### src/rtl/if_id_pkg.sv
// if_id_pkg: shared pipeline constants (NOP, FSM encoding) and the IF/ID next-state helper.
package if_id_pkg;

    localparam logic [31:0] NOP = 32'h0000_0013;

    localparam logic [1:0] S_IDLE = 2'd0;
    localparam logic [1:0] S_RUN  = 2'd1;
    localparam logic [1:0] S_HOLD = 2'd2;

    // Only consulted on cycles with start asserted; flush always wins over stall.
    function automatic logic [1:0] next_state(input logic [1:0] s, input logic stall, input logic flush);
        return (s == S_IDLE) ? S_RUN : (stall && !flush) ? S_HOLD : S_RUN;
    endfunction

endpackage

### src/rtl/Stall_Watchdog.sv
// Stall_Watchdog: saturating consecutive-stall counter with a sticky timeout once it passes MAX_STALL.
module Stall_Watchdog #(
    parameter int MAX_STALL = 4
) (
    input  logic clk_i,
    input  logic rst_i,
    input  logic en_i,
    input  logic hold_i,
    output logic timeout_o
);

    localparam int W = $clog2(MAX_STALL + 1) + 1;

    logic [W-1:0] cnt_q, cnt_d;
    logic         tmo_q, tmo_d;

    always_comb begin
        cnt_d = !en_i ? cnt_q : !hold_i ? '0 : (&cnt_q) ? cnt_q : cnt_q + 1'b1;
        tmo_d = tmo_q | (int'(cnt_d) > MAX_STALL);
    end

    always_ff @(posedge clk_i) begin
        if (rst_i) begin
            cnt_q <= '0;
            tmo_q <= 1'b0;
        end else begin
            cnt_q <= cnt_d;
            tmo_q <= tmo_d;
        end
    end

    assign timeout_o = tmo_q;

endmodule

### src/rtl/if_id.sv
// if_id: IF/ID pipeline register with stall/flush handling and stall watchdog.
// Optional performance counters enabled by defining IF_ID_PERF_EN.
module if_id
    import if_id_pkg::*;
#(
    parameter int XLEN      = 32,
    parameter int CNT_W     = 16,
    parameter int MAX_STALL = 4
) (
    input  logic            clk_i,
    input  logic            rst_i,
    input  logic            start_i,
    input  logic [XLEN-1:0] pc_i,
    input  logic [XLEN-1:0] instr_i,
    input  logic            Stall_i,
    input  logic            Flush_i,
    output logic [XLEN-1:0] pc_o,
    output logic [XLEN-1:0] instr_o,
    output logic            valid_o,
    output logic            stall_timeout_o
`ifdef IF_ID_PERF_EN
    ,
    output logic [CNT_W-1:0] stall_cnt_o,
    output logic [CNT_W-1:0] flush_cnt_o
`endif
);

    logic [1:0]      state_q, state_d;
    logic [XLEN-1:0] pc_q, pc_d, instr_q, instr_d;
    logic            valid_q, valid_d;
    logic            active, hold_c, flush_c, keep_c;

    // IDLE ignores stall/flush, so both qualifiers require a started pipeline.
    assign active  = state_q != S_IDLE;
    assign hold_c  = start_i && active && Stall_i && !Flush_i;
    assign flush_c = start_i && active && Flush_i;
    assign keep_c  = !start_i || hold_c;

    always_comb begin
        state_d = start_i ? next_state(state_q, Stall_i, Flush_i) : state_q;
        pc_d    = keep_c ? pc_q : pc_i;
        instr_d = keep_c ? instr_q : flush_c ? XLEN'(NOP) : instr_i;
        valid_d = keep_c ? valid_q : !flush_c;
    end

    always_ff @(posedge clk_i) begin
        if (rst_i) begin
            state_q <= S_IDLE;
            pc_q    <= '0;
            instr_q <= XLEN'(NOP);
            valid_q <= 1'b0;
        end else begin
            state_q <= state_d;
            pc_q    <= pc_d;
            instr_q <= instr_d;
            valid_q <= valid_d;
        end
    end

    Stall_Watchdog #(.MAX_STALL(MAX_STALL)) u_wd (
        .clk_i    (clk_i),
        .rst_i    (rst_i),
        .en_i     (start_i),
        .hold_i   (hold_c),
        .timeout_o(stall_timeout_o)
    );

    assign pc_o    = pc_q;
    assign instr_o = instr_q;
    assign valid_o = valid_q;

`ifdef IF_ID_PERF_EN
    logic [CNT_W-1:0] scnt_q, scnt_d, fcnt_q, fcnt_d;

    always_comb begin
        scnt_d = hold_c ? scnt_q + 1'b1 : scnt_q;
        fcnt_d = flush_c ? fcnt_q + 1'b1 : fcnt_q;
    end

    always_ff @(posedge clk_i) begin
        if (rst_i) begin
            scnt_q <= '0;
            fcnt_q <= '0;
        end else begin
            scnt_q <= scnt_d;
            fcnt_q <= fcnt_d;
        end
    end

    assign stall_cnt_o = scnt_q;
    assign flush_cnt_o = fcnt_q;
`endif

endmodule
### config.mk
export PLATFORM = sky130hd
export DESIGN_NAME = if_id
export DESIGN_NICKNAME = d
export VERILOG_FILES = /design/src/rtl/if_id_pkg.sv /design/src/rtl/Stall_Watchdog.sv /design/src/rtl/if_id.sv
export SDC_FILE = /design/constraint.sdc
export NUM_CORES = 1
export LEC_CHECK = 0
export ABC_AREA = 1
export ABC_CLOCK_PERIOD_IN_PS = 1200
export CORE_MARGIN = 4
export CORE_UTILIZATION = 37
export DETAILED_ROUTE_END_ITERATION = 10
export GPL_TIMING_DRIVEN = 0
export PLACE_DENSITY = 0.76
export RECOVER_POWER = 50
export SLEW_MARGIN = 10
export SYNTH_ARGS = -nofsm -noshare
export SYNTH_HDL_FRONTEND = slang
export SYNTH_HIERARCHICAL = 1
export SYNTH_SLANG_ARGS = --single-unit
### constraint.sdc
create_clock -name clk_i -period 1.2 [get_ports clk_i]
set_input_delay 0.12 -clock clk_i [delete_from_list [all_inputs] [get_ports clk_i]]
set_output_delay 0.12 -clock clk_i [all_outputs]
set_load 0.02 [all_outputs]
==> results of run 1 <==
[flip-flops by register name (all words and copies together) (netlist names)]
name            cells
instr_o            32
pc_o               32
state_q             2
u_wd/cnt_q          4
u_wd/timeout_o      1
valid_o             1
[worst min path at each step]
stage / startpoint / slack, ns / to
final: rst_i / 0.27 / u_wd/cnt_q[3]
after global routing: rst_i / 0.27 / u_wd/cnt_q[3]
after CTS: rst_i / 0.26 / u_wd/cnt_q[1]
after detailed placement: instr_o[23] / 0.44 / instr_o[23]
after global placement: valid_o / 0.43 / valid_o
after floorplan: rst_i / 0.19 / u_wd/cnt_q[3]
[report_power, final]
| part | leakage (nW) | internal (W) | total (W) | switching (W) |
|---|---|---|---|---|
| clock network | 0.103 | 0.00102 | 0.00197 | 0.000945 |
| registers | 0.596 | 0.00256 | 0.00267 | 0.000109 |
| logic | 1.90 | 0.000741 | 0.00148 | 0.000738 |
[per-layer routing]
metal | vias up | global-route usage, % | routed length, µm
met1 | 1458 | 24.8 | 3930
met4 | 0 | 9.00 | 235
met2 | 90 | 35.8 | 4880
met3 | 17 | 4.34 | 508
li1 | 1622 | - | -
met5 | - | 0 | 0
[cells in the mapped netlist (2+ instances only)]
master    count  area, µm²
buf_1         2       7.51
dfxtp_1      72       1440
nand3_1      13       65.1
buf_4         2       15.0
nand4_1      29        181
clkbuf_1      6       22.5
inv_2         2       7.51
o21ai_0       3       15.0
buf_2        13       65.1
nor2_1       74        278
inv_1        47        176
nand2_1     149        559
[critical path, stage by stage, from the launching register on]
cell and delay, ns:
dfxtp_2 0.37, nor2_4 0.04, nor2_4 0.11, nor2_4 0.06
buf_4 0.13, buf_6 0.12, nor2_4 0.20, buf_6 0.18
nand2_2 0.05, nand2_1 0.05
[cell type report]
cell class,instances,area [µm²]
Buffer,20,190
Clock buffer,10,138
Clock inverter,6,65.1
Fill cell,594,2180
Inverter,50,189
Multi-Input combinational cell,275,1450
Sequential cell,72,1450
Tap cell,99,124
Timing Repair Buffer,161,1670
[metrics by stage]
step | power, W | TNS [ns] | cells | util [%] | hold slack [ns]
2_1_floorplan | 0.00326 | 0 | 420 | - | 0.189
3_3_place_gp | 0.00389 | -39.08 | 653 | 58.6 | 0.429
3_5_place_dp | 0.00391 | -40.81 | 653 | 58.6 | 0.440
4_1_cts | 0.00611 | -8.98 | 695 | 69.7 | 0.257
5_1_grt | 0.00641 | -13.83 | 693 | 70.7 | 0.268
6_report | 0.00612 | -8.89 | 693 | 70.7 | 0.269
[cell families after synthesis]
kind of cell,share of synthesized area (%)
compound gates,0.994
fa+ha+maj,0.432
buf+inv,10.3
flops,49.8
simple gates,38.5
[what timing repair did]
action	CTS	global route
gates cloned	10	0
hold endpoints to repair	0	0
pin swaps	26	21
gates resized for setup	188	107
setup buffers	16	8
setup endpoints to repair	134	102
==> summary.md, run 1 <==
| Metric | Value |
|---|---|
| Arrival @ worst endpoint | 1.66 ns |
| Maximum VDD drop | 0.684 mV |
| Clock skew after layout | 0.00721 ns |
| Worst r2r path cells | 9 |
| Setup crit end | instr_o[26] |
| Placed Area | 4360 µm² |
| Final Cycle Share | 114% |
| Initial Util | 38.9% |
| Gr ovfl total | 0 |
| Syn Nets | 490 |
| Fraction of the yosys area taken by sequential cells | 49.8% |
| Antenna diodes | 0 |
| Final ANT Viol Nets | 0 |
| Root Buffer | clkbuf_8 |
| Post-DP HPWL | 6200 µm |
| Leading cell type in the layout, fill and taps excluded | nand2_1 |
| Worst Tran Pin Value | 0.548 ns |
| Hold Vio Cnt, Final | 0 |
| Hold Path Depth | 2 |
| Htree depth | 3 |
| Vias in the first global route | 3,237 |
| Routed len/inst | 13.8 µm |
| Avg Cell Area, Syn | 6.89 µm² |
| Max FO, Critical Path | 6 |
| Status | complete, but fails checks |
| FP Rows | 31 |
| Clock buffer depth | 2 |
| Synthesized area | 2900 µm² |
| Unrepaired setup endpoints after global routing | true |
| Min Tclk post-route | 1.37 ns |
| Ys flop type | dfxtp_1 |
| EDFF count, synth | 0 |
| Flop-to-flop setup slack | -0.17 ns |
| Via count | 3,187 |
| Number of remaining DRC errors | 0 |
| # hold bufs at CTS | 0 |
| DRT Wirelength | 9560 µm |
| Static Leak | 2.60 nW |
| R2r endpoint | instr_o[26] |
| Io pins | 135 |
| DR iter-0 viols | 62 |
| Commonest cells after routing, fill and taps aside | nand2_1 (81), dfxtp_1 (69), clkdlybuf4s50_1 (66) |
| Initial antenna violation count | 0 |
| First-pass GRT wire length | 15,100 µm |
| Placer congestion estimate | 0.795 |
| Finish-stage setup viols | 67 |
| Layout net count | 659 |
| Die area | 9300 µm² |
| Largest net degree at the start of global routing | 14 |
| PD cells | 1160 nW/µm² |
| Via density | 4.60 |
| Data required time of the critical path | 1.49 ns |
| First-pass DRT Iterations | 4 |
| CORE AREA | 7450 µm² |
| Proportion of layout cells with a drive suffix above 1 | 27.3% |
| Skew-Pair Late Insertion Delay | 0.34 ns |
| Failing checks | negative setup slack |
| TritonCTS clock tree | built |
| Syn Inst Count | 420 |
| Worst Setup SP | state_q[1] |
| Crit start category | register |
| Ys Warns | 6 |
| Layout area overhead | 81.9% |
| CTS buffer count | 9 |
| Die X-Extent | 96.5 µm |
| Min-delay worst type | in2reg |
| Non-Filler Cell Area, Final | 5270 µm² |
| Synth Register Bits | 72 |
| Fin. max-slew vios | 0 |
| Buffers on Ports | 134 |
| Die span in y | 96.5 µm |
| Sink Count | 72 |
| Clock Pin Slew Worst Setup and Hold Paths | 0.08 ns |
| Max-cap violations | 0 |
| Max Fclk | 0.729 GHz |
| Final setup margin | -0.171 ns |
| Pre-CTS setup slack | -0.683 ns |
| Yosys cell types | 20 |
| Relative slew slack | 63.5% |
| Endpoint class of the critical path | register |
| RR Startpoint | state_q[1] |
| GRT Overall Usage | 20.7% |
| Crit Path Category | reg2reg |
| FFs w/ async S/R, synth | 0% |
Power figures use the tool's default switching activity.
==> run 2, diff against run 1 <==
--- a/config.mk
+++ b/config.mk
@@ -13,8 +13,10 @@
 export GPL_TIMING_DRIVEN = 0
 export PLACE_DENSITY = 0.76
 export RECOVER_POWER = 50
+export SKIP_LAST_GASP = 1
 export SLEW_MARGIN = 10
 export SYNTH_ARGS = -nofsm -noshare
 export SYNTH_HDL_FRONTEND = slang
 export SYNTH_HIERARCHICAL = 1
 export SYNTH_SLANG_ARGS = --single-unit
+export TNS_END_PERCENT = 5
==> run 2 against run 1 <==
Effect of this change:
- the flow still finishes with violations (negative setup slack)
- clock power about the same
- combinational power shrank 14%
- fmax is 4.4% lower
- global-route usage shrank 1.8 points
- register-to-register slack is essentially flat
- sequential power hardly changed
- clock skew rose by 0.0036 ns
- clock-buffer cell count did not move
- non-clock buffer count shrank 18
- critical path type is now reg2out
- critical endpoint is now pc_o[0]
==> summary.md, run 2 (same netlist as run 1, synthesis figures left out) <==
| Metric | Value |
|---|---|
| Antenna diodes | 0 (unchanged) |
| Max FO, Critical Path | 2 (-4) |
| Layout area overhead | 62.7% |
| FP Rows | 31 (unchanged) |
| Cell Chain, Critical Path | clkdlybuf4s50_1 |
| Via density | 4.45 (-3.1%) |
| Non-Filler Instances | 675 (-2.6%) |
| Non-Filler Cell Area, Final | 4710 µm² (-11%) |
| First-pass GRT wire length | 13,900 µm (-7.9%) |
| CP max stage delay | 0.62 ns (+0.25 ns) |
| Status | complete, but fails checks |
| Die X-Extent | 96.5 µm (unchanged) |
| Min-delay worst type | in2reg |
| Finish-stage setup viols | 127 (+90%) |
| CORE AREA | 7450 µm² (unchanged) |
| Layout net count | 641 (-2.7%) |
| Min Tclk post-route | 1.43 ns (+0.0628 ns) |
| Fin. max-slew vios | 0 (unchanged) |
| Skew-Pair Late Insertion Delay | 0.35 ns (about the same) |
| Hold Vio Cnt, Final | 0 (unchanged) |
| Max-cap violations | 0 (unchanged) |
| Clock Pin Slew Worst Setup and Hold Paths | 0.09 ns (about the same) |
| # hold bufs at CTS | 0 (unchanged) |
| Gr ovfl total | 0 (unchanged) |
| Buffers on Ports | 134 (unchanged) |
| Unrepaired setup endpoints after global routing | true |
| Die span in y | 96.5 µm (unchanged) |
| PD cells | 1250 nW/µm² (+7.6%) |
| Static Leak | 2.29 nW (-12%) |
| Comb pwr share | 21.7% (-2.5 points) |
| Relative slew slack | 69.3% (+5.8 points) |
| Io pins | 135 (unchanged) |
| Htree depth | 3 (unchanged) |
| Max Fclk | 0.697 GHz (-4.4%) |
| Slowest-stage cell, CP | clkdlybuf4s50_1 |
| Clock share of power | 33.3% (+1.1 points) |
| Crit path buf inv count | 1 (-2) |
| Die area | 9300 µm² (unchanged) |
| Clock buffer depth | 2 (unchanged) |
| Crit-path leading delay family | buffers and inverters |
| Proportion of layout cells with a drive suffix above 1 | 8.68% (-19 points) |
| First-pass DRT Iterations | 5 (+1) |
| Placer congestion estimate | 0.795 (unchanged) |
| Crit start category | register |
| Commonest cells after routing, fill and taps aside | nand2_1 (149), clkdlybuf4s50_1 (128), nor2_1 (72) |
| Largest net degree at the start of global routing | 14 (unchanged) |
| TritonCTS clock tree | built |
| Crit Path Category | reg2out |
| Final ANT Viol Nets | 0 (unchanged) |
| Root Buffer | clkbuf_8 |
| Routed len/inst | 12.6 µm (-8.6%) |
| DR iter-0 viols | 53 (-15%) |
| Switching power share of the total | 28.0% (-1.3 points) |
| Placed Area | 4360 µm² (unchanged) |
| Fin Setup TNS | -18.14 ns (-9.25 ns) |
| Failing checks | negative setup slack |
| Via count | 3,007 (-5.6%) |
| Post-DP HPWL | 6200 µm (unchanged) |
| Leading cell type in the layout, fill and taps excluded | nand2_1 |
| Sequential power share | 45.0% (+1.4 points) |
| Net switching power | 0.00165 W (-8.0%) |
| Data required time of the critical path | 1.08 ns (-0.41 ns) |
| DRT Wirelength | 8510 µm (-11%) |
| Initial antenna violation count | 0 (unchanged) |
| Fillers | 681 (+15%) |
| Inst Count DP | 653 (unchanged) |
| Cell internal pwr | 0.00424 W (-2.0%) |
| Sink Count | 72 (unchanged) |
| Initial Util | 38.9% (unchanged) |
| Final Cycle Share | 119% (+5.2 points) |
| Endpoint class of the critical path | output pin |
| Clock skew after layout | 0.0108 ns (+0.00359 ns) |
| Vias in the first global route | 3,004 (-7.2%) |
| CTS buffer count | 9 (unchanged) |
| Maximum VDD drop | 0.682 mV (-0.34%) |
| Number of remaining DRC errors | 0 (unchanged) |
| Util after Layout | 63.3% (-7.4 points) |
| Final setup margin | -0.234 ns (-0.0628 ns) |
| GRT Overall Usage | 18.9% (-1.8 points) |
| Arrival @ worst endpoint | 1.31 ns (-0.35 ns) |
| Worst Tran Pin Value | 0.461 ns (-0.0869 ns) |
[run 2: worst paths after layout]
kind | cells past startpoint | slack, ns | from | endpoint
hold / removal | 3 | 0.33 | instr_i[14] | instr_o[14]
setup reg to reg | 8 | -0.16 | state_q[0] | instr_o[21]
setup / recovery | 1 | -0.23 | pc_o[0] | pc_o[0]
hold reg to reg | 2 | 0.45 | instr_o[21] | instr_o[21]
[run 2: what timing repair did]
action,CTS,global route
endpoints found under the setup margin,134,138
pin swaps,3,3
buffers inserted,4,0
resized for setup,21,6
hold endpoints to repair,0,0
cloned,2,0
[run 2: cell type report]
class	count	area (µm²)	share of cell area, %
inverter	50	188	3.98
timing repair buffer	140	1440	30.5
tap	99	124	2.63
multi-input combinational	275	1170	24.7
sequential	72	1440	30.6
clock inverter	6	65.1	1.38
clock buffer	10	138	2.92
buffer	23	150	3.19
[run 2: metal layers]
metal / part of all wire [%] / GRT usage, %
met2: 49 / 33.3
met5: 0 / 0
met4: 2.2 / 6.54
met3: 5.5 / 5.27
met1: 43 / 22.1
[run 2: power by group through the flow]
stage / Combinational [W] / Clock (W) / Sequential, W
after floorplan: 0.000370 / 0 / 0.00289
after detailed placement: 0.00121 / 0 / 0.00270
final: 0.00128 / 0.00196 / 0.00265
after global routing: 0.00138 / 0.00213 / 0.00267
after global placement: 0.00120 / 0 / 0.00269
after CTS: 0.00129 / 0.00200 / 0.00265
[run 2: per-stage QoR]
| step | setup slack [ns] | hold WS (ns) | power, W |
|---|---|---|---|
| after floorplan | 0.0522 | 0.189 | 0.00326 |
| after global placement | -0.647 | 0.429 | 0.00389 |
| after detailed placement | -0.683 | 0.440 | 0.00391 |
| after CTS | -0.251 | 0.320 | 0.00594 |
| after global routing | -0.286 | 0.316 | 0.00619 |
| final | -0.234 | 0.331 | 0.00589 |
==> run 3, diff against run 2 <==
--- a/config.mk
+++ b/config.mk
@@ -7,11 +7,13 @@
 export LEC_CHECK = 0
 export ABC_AREA = 1
 export ABC_CLOCK_PERIOD_IN_PS = 1200
+export CORE_ASPECT_RATIO = 1.25
 export CORE_MARGIN = 4
-export CORE_UTILIZATION = 37
+export CORE_UTILIZATION = 38
+export CTS_BUF_LIST = sky130_fd_sc_hd__clkbuf_4
 export DETAILED_ROUTE_END_ITERATION = 10
 export GPL_TIMING_DRIVEN = 0
-export PLACE_DENSITY = 0.76
+export PLACE_DENSITY = 0.78
 export RECOVER_POWER = 50
 export SKIP_LAST_GASP = 1
 export SLEW_MARGIN = 10
==> run 3 against run 2 <==
Effect of this change:
- critical path depth is 8 higher
- first-iteration DRC count is 85% higher
- sequential power hardly changed
- total power is 8.0% lower
- largest cell class unchanged
- the flow still finishes with violations (negative setup slack)
==> summary.md, run 3 (same netlist as run 1, synthesis figures left out) <==
| Metric | Value |
|---|---|
| Relative slew slack | 68.1% (-1.1 points) |
| Worst r2r path cells | 9 (+1) |
| Status | complete, but fails checks |
| Maximum VDD drop | 0.822 mV (+21%) |
| GRT Overall Usage | 18.7% (-0.20 points) |
| Flop-to-flop setup slack | -0.08 ns (+0.08 ns) |
| Worst Setup SP | state_q[1] |
| Unrepaired setup endpoints after global routing | true |
| DRT Wirelength | 8410 µm (-1.2%) |
| Die area | 9090 µm² (-2.3%) |
| Hold Vio Cnt, Final | 0 (unchanged) |
| Proportion of layout cells with a drive suffix above 1 | 11.2% (+2.6 points) |
| Min-delay worst type | in2reg |
| Endpoint class of the critical path | register |
| Failing checks | negative setup slack |
| Pre-CTS setup slack | -0.658 ns (+0.0242 ns) |
| Arrival @ worst endpoint | 1.60 ns (+0.29 ns) |
| Slowest-stage cell, CP | dfxtp_2 |
| Routed len/inst | 12.5 µm (-0.44%) |
| Seq. cell area | 1450 µm² (+0.17%) |
| Crit-path leading delay family | simple AND/OR/NAND/NOR gates |
| Hold path startpoint | instr_i[12] |
| Gr ovfl total | 0 (unchanged) |
| CORE AREA | 7400 µm² (-0.62%) |
| Number of remaining DRC errors | 0 (unchanged) |
| Initial antenna violation count | 0 (unchanged) |
| FP Rows | 35 (+13%) |
| Placer congestion estimate | 0.808 (+1.6%) |
| Die span in y | 106 µm (+9.5%) |
| Clock Pin Slew Worst Setup and Hold Paths | 0.13 ns (+0.04 ns) |
| Hold Path End | instr_o[12] |
| Cell Chain, Critical Path | nor2_4 -> nor2_4 -> nor2_4 -> buf_12 -> buf_8 -> clkbuf_16 -> nand2_1 -> nand2_1 -> nor2_1 |
| Leading cell type in the layout, fill and taps excluded | nand2_1 |
| Cell mode on critical path | nor2_4 |
| R2r endpoint | pc_o[3] |
| Layout net count | 643 (+0.31%) |
| Skew-Pair Late Insertion Delay | 0.41 ns (+0.06 ns) |
| Finish-stage setup viols | 59 (-54%) |
| Static Leak | 2.37 nW (+3.2%) |
| Post-DP HPWL | 6300 µm (+1.6%) |
| Largest net degree at the start of global routing | 13 (-1) |
| Layout area overhead | 63.1% |
| Hold Path Depth | 3 (unchanged) |
| Final setup margin | -0.0772 ns (+0.157 ns) |
| First-pass GRT wire length | 13,700 µm (-1.0%) |
| Sink Count | 72 (unchanged) |
| Max Fclk | 0.783 GHz (+12%) |
| Buffers on Ports | 134 (unchanged) |
| Final ANT Viol Nets | 0 (unchanged) |
| Crit path buf inv count | 3 (+2) |
| Clock buffer depth | 2 (unchanged) |
| Commonest cells after routing, fill and taps aside | nand2_1 (149), nor2_1 (72), dfxtp_1 (68) |
| Data required time of the critical path | 1.52 ns (+0.44 ns) |
| CP max stage delay | 0.36 ns (-0.26 ns) |
| Final Cycle Share | 106% (-13 points) |
| Htree depth | 3 (unchanged) |
| Max-cap violations | 0 (unchanged) |
| # hold bufs at CTS | 0 (unchanged) |
| RR Startpoint | state_q[1] |
| Via count | 3,048 (+1.4%) |
| Vias in the first global route | 2,949 (-1.8%) |
| Die X-Extent | 86.1 µm (-11%) |
| Min Tclk post-route | 1.28 ns (-0.157 ns) |
| CTS buffer count | 9 (unchanged) |
| Fin. max-slew vios | 0 (unchanged) |
| Inst Count DP | 646 (-1.1%) |
| Crit Path Category | reg2reg |
| Root Buffer | clkbuf_4 |
| Initial Util | 39.1% (+0.24 points) |
| First-pass DRT Iterations | 4 (-1) |
| Antenna diodes | 0 (unchanged) |
| PD cells | 1150 nW/µm² (-8.1%) |
| DR iter-0 viols | 98 (+85%) |
| Max FO, Critical Path | 8 (+6) |
| Fin Setup TNS | -1.68 ns (+16.47 ns) |
| Clock skew after layout | 0.0214 ns (+0.0106 ns) |
| Non-Filler Instances | 670 (-0.74%) |
| Io pins | 135 (unchanged) |
| Via density | 4.55 (+2.1%) |
| Crit start category | register |
| Fillers | 698 (+2.5%) |
| Area of the multi-input gates | 1190 µm² (+2.4%) |
| Worst Tran Pin Value | 0.478 ns (+0.0170 ns) |
| TritonCTS clock tree | built |
| Hold_ws | 0.264 ns (-0.0667 ns) |
-- run 3: changes by cell type in the layout (fill, tap and decap cells not counted), sizes merged --
cell	previous run	this run
bufbuf	1	0
clkdlybuf4s15	1	45
dlymetal6s2s	2	0
clkinvlp	1	2
dlygate4sd2	2	22
clkbuf	19	18
buf	20	24
clkdlybuf4s50	128	67
inv	51	49
-- run 3: power breakdown --
part / internal [W] / switching, W / total [W]
clock network: 0.000680 / 0.000852 / 0.00153
registers: 0.00256 / 0.0000874 / 0.00265
logic: 0.000606 / 0.000633 / 0.00124
-- run 3: stage by stage --
step	cell area [µm²]	power [W]	util (%)
6_report	4720	0.00542	63.8
2_1_floorplan	2900	0.00326	-
3_5_place_dp	4350	0.00391	58.8
3_3_place_gp	4350	0.00389	58.8
5_1_grt	4720	0.00568	63.8
4_1_cts	4580	0.00540	61.9
-- run 3: how the worst max path moves through the flow --
stage,end,cells after the start
2_1_floorplan,u_wd/timeout_o,9
6_report,pc_o[3],9
3_3_place_gp,instr_o[19],7
4_1_cts,u_wd/timeout_o,9
5_1_grt,pc_o[3],9
3_5_place_dp,instr_o[7],6
-- run 3: area by class of cell --
| type | count | share of cell area, % |
|---|---|---|
| Tap cell | 92 | 2.44 |
| Multi-Input combinational cell | 275 | 25.3 |
| Inverter | 50 | 3.98 |
| Clock inverter | 5 | 1.22 |
| Clock buffer | 11 | 1.75 |
| Buffer | 23 | 3.98 |
| Timing Repair Buffer | 142 | 30.7 |
| Sequential cell | 72 | 30.6 |
-- run 3: routing by layer --
| metal | vias to the layer above | GRT usage [%] | wire length (µm) |
|---|---|---|---|
| li1 | 1585 | - | - |
| met1 | 1362 | 21.0 | 3350 |
| met2 | 82 | 33.4 | 4380 |
| met3 | 19 | 4.22 | 443 |
| met4 | 0 | 7.92 | 234 |
| met5 | - | 0 | 0 |
-- run 3: timing repair --
action / in CTS / in global routing
gates cloned: 0 / 3
setup buffers: 3 / 2
gates resized for setup: 147 / 19
endpoints found under the setup margin: 135 / 137
pin swaps: 4 / 4
-- run 3: worst min-delay path, cell delays in order --
cell and delay [ns]:
clkdlybuf4s50_1 0.39, nand4_1 0.08, nand2_1 0.04
